===== src/rtl/fetch_pkg.sv =====
// Shared types and default constants for the fetch run-control sequencer.
package fetch_pkg;

    typedef enum logic [1:0] {
        ST_IDLE = 2'd0,
        ST_ARM  = 2'd1,
        ST_RUN  = 2'd2,
        ST_HALT = 2'd3
    } state_t;

    localparam int PW_DEF = 11;
    localparam int CW_DEF = 16;

    // Default program start addresses, indexed by ProgSel.
    localparam int BASE0_DEF = 0;
    localparam int BASE1_DEF = 128;
    localparam int BASE2_DEF = 256;
    localparam int BASE3_DEF = 512;

endpackage


===== src/rtl/sat_counter.sv =====
// Up-counter with synchronous clear (dominant over enable) that sticks at all-ones.
module sat_counter #(
    parameter int W = 16
) (
    input  logic         Clk,
    input  logic         Reset,
    input  logic         i_clear,
    input  logic         i_enable,
    output logic [W-1:0] o_count
);

    logic [W-1:0] r_count;

    // NOTE: sequential state is written only with non-blocking assignments so
    // every flop samples pre-edge values regardless of process ordering.
    always_ff @(posedge Clk or posedge Reset) begin
        if (Reset) begin
            r_count <= '0;
        end else if (i_clear) begin
            r_count <= '0;
        end else if (i_enable && (r_count != {W{1'b1}})) begin
            r_count <= r_count + 1'b1;
        end
    end

    assign o_count = r_count;

endmodule


===== src/rtl/fetch_sequencer.sv =====
// Run-control FSM for the fetch unit: arms a program base, runs, stalls,
// resolves taken branches into PC loads, and acknowledges halt.
module fetch_sequencer
    import fetch_pkg::*;
#(
    parameter int            PW    = PW_DEF,
    parameter int            CW    = CW_DEF,
    parameter logic [PW-1:0] BASE0 = PW'(BASE0_DEF),
    parameter logic [PW-1:0] BASE1 = PW'(BASE1_DEF),
    parameter logic [PW-1:0] BASE2 = PW'(BASE2_DEF),
    parameter logic [PW-1:0] BASE3 = PW'(BASE3_DEF)
) (
    input  logic          Clk,
    input  logic          Reset,
    input  logic          Start,
    input  logic [1:0]    ProgSel,
    input  logic          Halt,
    input  logic          Branch,
    input  logic          AluZero,
    input  logic          Stall,
    input  logic [PW-1:0] Target,
    output logic          PcLoad,
    output logic          PcEn,
    output logic [PW-1:0] PcTarget,
    output logic          Running,
    output logic          Done,
    output logic [CW-1:0] CycleCount
);

    state_t        r_state;
    state_t        w_next_state;
    logic          r_running;
    logic          r_done;
    logic [PW-1:0] w_base;

    always_comb begin
        case (ProgSel)
            2'd0:    w_base = BASE0;
            2'd1:    w_base = BASE1;
            2'd2:    w_base = BASE2;
            default: w_base = BASE3;
        endcase
    end

    always_ff @(posedge Clk or posedge Reset) begin
        if (Reset) begin
            r_state   <= ST_IDLE;
            r_running <= 1'b0;
            r_done    <= 1'b0;
        end else begin
            r_state   <= w_next_state;
            r_running <= (w_next_state == ST_RUN);
            r_done    <= (w_next_state == ST_HALT);
        end
    end

    // NOTE: each comb block assigns defaults first so no path leaves a
    // variable unassigned, which would otherwise infer a latch.
    always_comb begin
        w_next_state = r_state;
        case (r_state)
            ST_IDLE: if (Start)  w_next_state = ST_ARM;
            ST_ARM:  if (!Start) w_next_state = ST_RUN;
            ST_RUN: begin
                if (Start)               w_next_state = ST_ARM;
                else if (Stall)          w_next_state = ST_RUN;
                else if (Halt)           w_next_state = ST_HALT;
            end
            ST_HALT: if (Start)  w_next_state = ST_ARM;
            default:             w_next_state = ST_IDLE;
        endcase
    end

    // An abort from RUN drives ARM outputs in the same cycle it is seen.
    always_comb begin
        PcLoad   = 1'b0;
        PcEn     = 1'b0;
        PcTarget = Target;
        case (r_state)
            ST_ARM: begin
                PcLoad   = 1'b1;
                PcEn     = 1'b1;
                PcTarget = w_base;
            end
            ST_RUN: begin
                if (Start) begin
                    PcLoad   = 1'b1;
                    PcEn     = 1'b1;
                    PcTarget = w_base;
                end else if (Stall || Halt) begin
                    PcEn     = 1'b0;
                end else if (Branch && AluZero) begin
                    PcLoad   = 1'b1;
                    PcEn     = 1'b1;
                end else begin
                    PcEn     = 1'b1;
                end
            end
            default: ;
        endcase
    end

    // Clearing on entry to ARM makes the count read zero the cycle after re-arm.
    sat_counter #(
        .W (CW)
    ) u_cycle_cnt (
        .Clk      (Clk),
        .Reset    (Reset),
        .i_clear  (w_next_state == ST_ARM),
        .i_enable (r_state == ST_RUN),
        .o_count  (CycleCount)
    );

    assign Running = r_running;
    assign Done    = r_done;

endmodule


===== config.mk =====
export PLATFORM = sky130hd
export DESIGN_NAME = fetch_sequencer
export DESIGN_NICKNAME = d
export VERILOG_FILES = /design/src/rtl/fetch_pkg.sv /design/src/rtl/sat_counter.sv /design/src/rtl/fetch_sequencer.sv
export SDC_FILE = /design/constraint.sdc
export NUM_CORES = 1
export LEC_CHECK = 0
export ABC_AREA = 1
export BUFFER_PORTS_ARGS = -buffer_cell sky130_fd_sc_hd__buf_4
export CAP_MARGIN = 20
export CORE_MARGIN = 2
export CORE_UTILIZATION = 25
export CTS_BUF_LIST = sky130_fd_sc_hd__clkbuf_4 sky130_fd_sc_hd__clkbuf_8
export CTS_CLUSTER_DIAMETER = 50
export CTS_CLUSTER_SIZE = 25
export DETAILED_ROUTE_END_ITERATION = 6
export GPL_TIMING_DRIVEN = 0
export PLACE_DENSITY_LB_ADDON = 0.15
export SLEW_MARGIN = 25
export SYNTH_ARGS = -nofsm -noshare
export SYNTH_HDL_FRONTEND = slang
export SYNTH_SLANG_ARGS = --single-unit

===== constraint.sdc =====
create_clock -name Clk -period 2.3 [get_ports Clk]
set_input_delay 0.46 -clock Clk [delete_from_list [all_inputs] [get_ports Clk]]
set_output_delay 0.46 -clock Clk [all_outputs]
set_load 0.05 [all_outputs]

==> results.json, run 1 <==
{
  "rsz0062_at_grt": "true",
  "max_slew_margin": 0.447,
  "io_pins": 51,
  "hpwl_um": 3000,
  "internal_power_uw": 1040,
  "dp_cells": 334,
  "dieArea_um2": 6380,
  "finish.utilization": 0.362,
  "worst_slew_pin_slew_ns": 0.829,
  "grt_use_total": 0.122,
  "maxSlewViolCount": 0,
  "period_needed_ns": 2.19,
  "outcome": "finished clean",
  "finalCritPeriodShare": 0.953,
  "holdWs_ns": 0.364,
  "cp.required_ns": 1.84,
  "port_buffers": 50,
  "crit_fanout": 6,
  "netlist_area_um2": 1440,
  "rr_startpoint": "u_cycle_cnt.o_count[0]$_DFFE_PP0P_",
  "numCtsBuffers": 3,
  "post_dp_cell_area_um2": 1930,
  "stdcell_area_um2": 2000,
  "grt_pass1_wl_um": 6150,
  "num_rows": 27,
  "drt_iter0_markers": 47,
  "pwr-share-clk": 0.098,
  "clk_pin_slew_ns": 0.08,
  "pwr-share-seq": 0.194,
  "yosysSeqAreaShare": 0.348,
  "ant_nets": 0,
  "core_um2": 5540,
  "fmax_mhz": 456,
  "syn_area_per_cell_um2": 6.79,
  "netlist_instances": 212,
  "wl_per_cell_um": 11.5,
  "power_switching_uw": 1340,
  "die_height_um": 79.9,
  "fill_cells": 600,
  "powerDensity_nw_per_um2": 1190,
  "wl_um": 3880,
  "r2r_end": "u_cycle_cnt.o_count[2]$_DFFE_PP0P_",
  "ys_warn_count": 0,
  "peakVddDrop_mv": 0.800,
  "nNetsFinal": 290,
  "vias": 1489,
  "setup_viol": 0,
  "syn_to_final_growth_pct": 39.3,
  "max_cap_violations": 0,
  "finalSetupTns_ns": 0,
  "first_pass_iters": 4,
  "cts_sinks": 20,
  "drc": 0,
  "leakagePower_uw": 0.000999,
  "grt_pass1_vias": 1360,
  "end_kind": "output port",
  "hold_viol_final": 0,
  "clk_path_buf_depth": 2,
  "clock_latency_ns": 0.26,
  "layout-drive-gt1-share": 0.279,
  "h-tree-depth": 1,
  "clock_skew_ns": 0.00652,
  "fin_cells": 337,
  "antenna_cells": 0,
  "finalWeightedCongestion": 0.755,
  "synth_fp_nets": 235,
  "holdBufCountCts": 0,
  "reg2reg_depth": 9,
  "path_class": "reg -> out",
  "hp-class": "in -> async",
  "root_buffer": "clkbuf_8",
  "synth.distinct_cells": 24,
  "grt-ovfl-total": 0,
  "cp.arrival_ns": 1.73,
  "die_w_um": 79.9,
  "cts_tree": "done",
  "start_util": 0.260,
  "power_frac_comb": 0.708,
  "worst-r2r-setup-slack_ns": 0.46,
  "ys_ff_latch": 20,
  "vias_per_cell": 4.42,
  "p_sw_frac": 0.564,
  "cp-start-kind": "register",
  "grt_max_degree": 21,
  "antenna_found_initial": 0
}
-- layout make-up --
cell class / count / area [µm²] / share of cell area
plain buffers: 3 / 30.0 / 0.0150
flip-flops and latches: 20 / 500 / 0.250
well taps: 72 / 90.1 / 0.0449
inverters: 27 / 101 / 0.0506
clock buffers: 3 / 41.3 / 0.0206
multi-input cells: 161 / 851 / 0.424
repair buffers: 51 / 390 / 0.195
-- critical path, cell delays in order (launching register included) --
cell,delay (ns)
dfrtp_1,0.43
inv_2,0.09
ha_4,0.17
inv_1,0.10
o21ai_2,0.17
nand2_1,0.14
o31ai_4,0.19
buf_6,0.18
-- routing by layer --
metal  part of all wire  vias to the layer above  track usage
met5                  0                        -            0
met4              0.012                        0       0.0390
met3              0.068                        5       0.0249
met2               0.44                       39        0.206
met1               0.48                      655        0.156
li1                   -                      790            -
-- cell usage in the layout (no fill, tap or decap) --
cell | netlist | routed
o31ai_4 | 0 | 1
nor2_2 | 1 | 2
nand3b_1 | 2 | 2
o21ai_0 | 11 | 9
xor2_1 | 7 | 7
inv_1 | 26 | 24
o21ai_2 | 0 | 2
o21ai_4 | 1 | 1
a21oi_2 | 1 | 3
nand2_1 | 60 | 60
buf_4 | 1 | 50
nand4_1 | 7 | 7
nand3_1 | 22 | 22
buf_6 | 2 | 4
o21bai_1 | 3 | 3
nand2_4 | 1 | 1
inv_2 | 1 | 3
nor2_1 | 29 | 28
clkbuf_8 | 0 | 3
a21o_1 | 1 | 1
ha_1 | 3 | 2
nor2_4 | 1 | 1
nand2_2 | 1 | 1
a21oi_1 | 8 | 6
o31ai_2 | 0 | 1
ha_4 | 0 | 1
dfrtp_1 | 20 | 20
-- power groups by stage --
stage	Clock (µW)	Sequential (µW)	Combinational, µW
floorplan	0	578	1070
global placement	0	462	1620
detailed placement	0	462	1620
CTS	248	460	1670
global route	261	471	1820
finish	235	461	1690
-- stage by stage --
step	power [µW]	setup WS (ns)
floorplan	1650	-0.0649
global placement	2090	0.0726
detailed placement	2090	0.0375
CTS	2380	0.00636
global route	2560	-0.00211
finish	2380	0.108
-- cells by family after synthesis --
| logic type | Yosys count | share of synthesized area |
|---|---|---|
| compound gates | 27 | 0.115 |
| flops | 20 | 0.348 |
| xor+xnor | 7 | 0.0426 |
| simple gates | 124 | 0.374 |
| buf+inv | 31 | 0.0948 |
| fa+ha+maj | 3 | 0.0261 |
-- sequential cells by signal (all words and copies together) (netlist names) --
signal,flops
r_state,2
Done,1
Running,1
u_cycle_cnt.o_count,16
-- worst max-delay path by stage --
stage,from,end,slack (ns),depth (start not counted)
final,r_state[0]$_DFF_PP0_,PcTarget[7],0.11,7
after CTS,r_state[0]$_DFF_PP0_,PcTarget[8],0.006,7
after global routing,r_state[0]$_DFF_PP0_,PcTarget[7],-0.002,7
after global placement,r_state[0]$_DFF_PP0_,PcTarget[7],0.07,7
after detailed placement,r_state[0]$_DFF_PP0_,PcTarget[8],0.04,7
after floorplan,r_state[0]$_DFF_PP0_,PcTarget[8],-0.06,6
-- synth_stat cells (all sizes together) --
library cell | count | share of area
nand2 | 62 | 0.17
nor2 | 31 | 0.088
inv | 27 | 0.070
nand3 | 22 | 0.077
dfrtp | 20 | 0.35
o21ai | 12 | 0.050
a21oi | 9 | 0.034
nand4 | 7 | 0.030
xor2 | 7 | 0.043
buf | 4 | 0.024
ha | 3 | 0.026
o21bai | 3 | 0.016
nand3b | 2 | 0.010
o31ai | 2 | 0.010
a21o | 1 | 0.0052
-- what timing repair did --
item,in CTS,in global routing
gates resized for setup,6,3
buffers inserted,0,1
pin swaps,0,1
cloned,0,0
hold endpoints to repair,0,0
setup endpoints to repair,13,13
Note: power is estimated with default switching activity, not from simulation.
==> inputs of run 2 (changes only) <==
Settings changed: CTS_BUF_LIST sky130_fd_sc_hd__clkbuf_4 sky130_fd_sc_hd__clkbuf_8 to sky130_fd_sc_hd__clkbuf_2, GPL_ROUTABILITY_DRIVEN set to 0, TNS_END_PERCENT set to 50.
==> run 2 against run 1 <==
Count of clock-buffer cells in the layout stayed put. Critical path depth stayed put. Utilization is 0.090 points higher. Sequential power hardly changed. Hold slack worse by 0.13 ns. Combinational power is 3% higher.
==> results.json, run 2 (same netlist as run 1, synthesis figures left out) <==
{
  "outcome": "finished clean",
  "h-tree-depth": 1,
  "maxSlewViolCount": 0,
  "crit_path_max_incr_delay_ns": 0.44,
  "wl_per_cell_um": 11.6,
  "drc": 0,
  "path_cells": "inv_2, ha_4, inv_1, o21ai_2, nand2_1, o31ai_4, buf_6",
  "r2r_end": "u_cycle_cnt.o_count[1]$_DFFE_PP0P_",
  "hp-class": "in -> async",
  "max_slew_margin": 0.460,
  "leakagePower_uw": 0.00101,
  "fmax_mhz": 456,
  "root_buffer": "clkbuf_2",
  "antenna_cells": 0,
  "port_buffers": 50,
  "rr_startpoint": "u_cycle_cnt.o_count[0]$_DFFE_PP0P_",
  "crit_buf_inv": 3,
  "layout-drive-gt1-share": 0.286,
  "vias": 1469,
  "cts_sinks": 20,
  "peakVddDrop_mv": 0.561,
  "antenna_found_initial": 0,
  "clk_pin_slew_ns": 0.23,
  "ant_nets": 0,
  "worst_slew_pin_slew_ns": 0.809,
  "dieArea_um2": 6380,
  "num_rows": 27,
  "post_dp_cell_area_um2": 1930,
  "crit_path_end": "PcTarget[7]",
  "largest_register_ffs": 16,
  "crit_fanout": 5,
  "period_needed_ns": 2.19,
  "cts_tree": "done",
  "clock_skew_ns": 0.0175,
  "grt-ovfl-total": 0,
  "finalCritPeriodShare": 0.953,
  "finish.utilization": 0.363,
  "powerDensity_nw_per_um2": 1170,
  "max_cap_violations": 0,
  "syn_to_final_growth_pct": 39.7,
  "grt_use_total": 0.127,
  "crit_cells": 7,
  "grt_pass1_wl_um": 6400,
  "crit_slowest_cell": "dfrtp_1",
  "crit_start": "r_state[0]$_DFF_PP0_",
  "first_pass_iters": 4,
  "start_util": 0.260,
  "wl_um": 3950,
  "die_w_um": 79.9,
  "cp.required_ns": 1.84,
  "final_common_cell": "nand2_1",
  "worst-r2r-setup-slack_ns": 0.40,
  "clock_latency_ns": 0.34,
  "nNetsFinal": 293,
  "grt_max_degree": 21,
  "hold_viol_final": 0,
  "end_kind": "output port",
  "critPathTopFamily": "flip-flops",
  "hpwl_um": 3040,
  "rsz0062_at_grt": "true",
  "vias_per_cell": 4.31,
  "cp-start-kind": "register",
  "clk_path_buf_depth": 2,
  "grt_pass1_vias": 1327,
  "stdcell_area_um2": 2010,
  "cp.arrival_ns": 1.73,
  "power_uw": 2360,
  "numCtsBuffers": 3,
  "die_height_um": 79.9,
  "core_um2": 5540,
  "most-common-layout-cells": "nand2_1 (60), buf_4 (52), nor2_1 (28)",
  "io_pins": 51,
  "setup_viol": 0,
  "drt_iter0_markers": 64,
  "path_class": "reg -> out",
  "reg2reg_depth": 9
}
[run 2: report_power, final]
part	internal [µW]	switching, µW	total, µW
clock	37.8	126	163
sequential	406	52.5	459
combinational	556	1180	1740
[run 2: through the flow]
| step | setup slack [ns] | std cells | setup TNS, ns | hold slack [ns] |
|---|---|---|---|---|
| after floorplan | -0.0789 | 212 | -0.185 | 0.424 |
| after global placement | 0.110 | 334 | 0 | 0.572 |
| after detailed placement | 0.0993 | 334 | 0 | 0.575 |
| after CTS | 0.00120 | 339 | 0 | 0.268 |
| after global routing | -0.0241 | 341 | -0.0514 | 0.285 |
| final | 0.107 | 341 | 0 | 0.231 |
[run 2: how the worst min path moves through the flow]
stage,start,endpoint,slack [ns],cells past startpoint
global placement,u_cycle_cnt.o_count[15]$_DFFE_PP0P_,u_cycle_cnt.o_count[15]$_DFFE_PP0P_,0.57,2
detailed placement,u_cycle_cnt.o_count[15]$_DFFE_PP0P_,u_cycle_cnt.o_count[15]$_DFFE_PP0P_,0.58,2
global route,Reset,u_cycle_cnt.o_count[5]$_DFFE_PP0P_,0.28,2
CTS,Reset,u_cycle_cnt.o_count[11]$_DFFE_PP0P_,0.27,2
floorplan,Reset,Done$_DFF_PP0_,0.42,1
finish,Reset,u_cycle_cnt.o_count[11]$_DFFE_PP0P_,0.23,2
[run 2: layout make-up]
cell class	instances	area, µm²
Sequential cell	20	502
Fill cell	622	3530
Multi-Input combinational cell	161	851
Inverter	27	101
Clock buffer	3	15.0
Tap cell	72	90.1
Timing Repair Buffer	54	417
Clock inverter	1	3.75
Buffer	3	30.0
[run 2: repair_timing]
action | CTS | global route
gates resized for setup | 8 | 6
pin swaps | 0 | 1
endpoints found under the setup margin | 13 | 13
hold buffers | 0 | 0
setup buffers | 1 | 3
[run 2: per-layer routing]
metal / GRT usage / up-vias / share of wire
li1: - / 797 / -
met1: 0.173 / 633 / 0.48
met2: 0.198 / 37 / 0.44
met3: 0.0328 / 2 / 0.075
met4: 0.0356 / 0 / 0.0066
met5: 0 / - / 0
==> inputs of run 3 (changes only) <==
--- a/config.mk
+++ b/config.mk
@@ -16,3 +16,2 @@
 export DETAILED_ROUTE_END_ITERATION = 6
-export GPL_ROUTABILITY_DRIVEN = 0
 export GPL_TIMING_DRIVEN = 0
==> constraint.sdc (replaced) <==
create_clock -name Clk -period 2.3 [get_ports Clk]
set_input_delay 0.115 -clock Clk [delete_from_list [all_inputs] [get_ports Clk]]
set_output_delay 0.115 -clock Clk [all_outputs]
set_load 0.05 [all_outputs]
==> run 3 against run 2 <==
Fmax up 4.5%. Final area down 2.1%. Non-clock buffer count down 2. Hold slack worse by 0.069 ns. Largest power group unchanged. Count of clock-buffer cells in the layout unchanged. Cell count down 0.59%. Die area unchanged. Highest routed layer unchanged. Sequential cell count unchanged. First-iteration DRC count down 14%. Global-route usage down 0.72 points. Setup slack better by 0.095 ns.
==> results.json, run 3 (same netlist as run 1, synthesis figures left out) <==
{
  "hold_viol_final": 0,
  "largest_register_ffs": 16,
  "ff_latch_area_um2": 500,
  "start_util": 0.260,
  "min_delay_path_depth": 4,
  "finalCritPeriodShare": 0.912,
  "finalSetupTns_ns": 0,
  "peakVddDrop_mv": 0.835,
  "grt_use_total": 0.120,
  "clk_path_buf_depth": 2,
  "rsz0062_at_grt": "false",
  "cts_tree": "done",
  "leakagePower_uw": 0.000999,
  "grt_pass1_vias": 1303,
  "io_pins": 51,
  "ant_nets": 0,
  "outcome": "finished clean",
  "setup_viol": 0,
  "cts_sinks": 20,
  "finish.utilization": 0.355,
  "drc": 0,
  "powerDensity_nw_per_um2": 1170,
  "max_cap_violations": 0,
  "worst_slew_pin_slew_ns": 0.801,
  "hp-class": "in -> reg",
  "clk_pin_slew_ns": 0.19,
  "clock_skew_ns": 0.0242,
  "grt_max_degree": 21,
  "power_uw": 2300,
  "core_um2": 5540,
  "crit_fanout": 10,
  "dp_cells": 334,
  "layout-drive-gt1-share": 0.251,
  "port_buffers": 50,
  "die_height_um": 79.9,
  "period_needed_ns": 2.10,
  "fill_cells": 625,
  "num_rows": 27,
  "fmax_mhz": 477,
  "hpwl_um": 3030,
  "wl_per_cell_um": 11.3,
  "path_class": "reg -> out",
  "max_slew_margin": 0.466,
  "antenna_cells": 0,
  "root_buffer": "clkbuf_2",
  "maxSlewViolCount": 0,
  "end_kind": "output port",
  "finalWeightedCongestion": 0.778,
  "post_cts_buffers": 0,
  "multiInputGateArea_um2": 810,
  "grt_pass1_wl_um": 6040,
  "reg2reg_depth": 9,
  "cp.arrival_ns": 1.98,
  "nNetsFinal": 291,
  "most-common-layout-cells": "nand2_1 (60), buf_4 (51), nor2_1 (29)",
  "clock_latency_ns": 0.35,
  "syn_to_final_growth_pct": 36.7,
  "cp.required_ns": 2.18,
  "vias_per_cell": 4.39,
  "h-tree-depth": 1,
  "fin_cells": 339,
  "antenna_found_initial": 0,
  "crit_path_max_incr_delay_ns": 0.46,
  "cp_common_cell": "nor2_1",
  "final_common_cell": "nand2_1",
  "drt_iter0_markers": 55,
  "path_cells": "inv_1, ha_2, buf_2, nor2_1, nor2_1, buf_4",
  "vias": 1488,
  "grt-ovfl-total": 0,
  "dieArea_um2": 6380,
  "first_pass_iters": 4,
  "numCtsBuffers": 3,
  "holdWs_ns": 0.162,
  "wl_um": 3820,
  "die_w_um": 79.9,
  "crit_slowest_cell": "dfrtp_1",
  "cp-start-kind": "register"
}
-- run 3: routing by layer --
layer,up-vias,part of all wire,GRT usage
li1,790,-,-
met1,654,0.48,0.157
met2,39,0.45,0.202
met3,5,0.057,0.0181
met4,0,0.013,0.0407
met5,-,0,0
-- run 3: final cells by class --
type	instances	area share
Buffer	4	0.0178
Timing Repair Buffer	51	0.196
Clock inverter	1	0.0153
Tap cell	72	0.0458
Inverter	27	0.0515
Sequential cell	20	0.254
Clock buffer	3	0.00763
Multi-Input combinational cell	161	0.412
-- run 3: path summary, 6_finish.rpt --
| kind | from | to | slack (ns) |
|---|---|---|---|
| worst min-delay path | Start | r_state[1]$_DFF_PP0_ | 0.16 |
| min in group asynchronous | Reset | u_cycle_cnt.o_count[12]$_DFFE_PP0P_ | 0.43 |
| max in group asynchronous | Reset | u_cycle_cnt.o_count[4]$_DFFE_PP0P_ | 1.35 |
| worst max register to register | u_cycle_cnt.o_count[1]$_DFFE_PP0P_ | u_cycle_cnt.o_count[2]$_DFFE_PP0P_ | 0.38 |
| worst max-delay path | r_state[0]$_DFF_PP0_ | PcTarget[0] | 0.20 |
| worst min register to register | u_cycle_cnt.o_count[1]$_DFFE_PP0P_ | u_cycle_cnt.o_count[1]$_DFFE_PP0P_ | 0.60 |
-- run 3: report_power, final --
| part | internal [µW] | leakage [µW] | switching (µW) |
|---|---|---|---|
| logic | 446 | 0.000699 | 1130 |
| registers | 404 | 0.000274 | 52.0 |
| clock network | 150 | 0.0000266 | 123 |
-- run 3: worst max-delay path, delay by kind of cell, from the launching register on --
kind / cells / cell delay, ns
DFF: 1 / 0.46
adders and majority gates: 1 / 0.26
buffers and inverters: 3 / 0.45
and+or+nand+nor: 2 / 0.48
-- run 3: per-stage QoR --
stage | area (µm²) | setup WS (ns)
floorplan | 1440 | -0.118
detailed placement | 1910 | 0.386
global route | 1970 | 0.0347
finish | 1970 | 0.202
CTS | 1960 | 0.0149
global placement | 1910 | 0.394
-- run 3: what timing repair did --
action | in CTS | in global routing
setup endpoints to repair | 0 | 13
hold buffers | 1 | 0
gates resized for setup | 0 | 2
hold endpoints to repair | 20 | 0
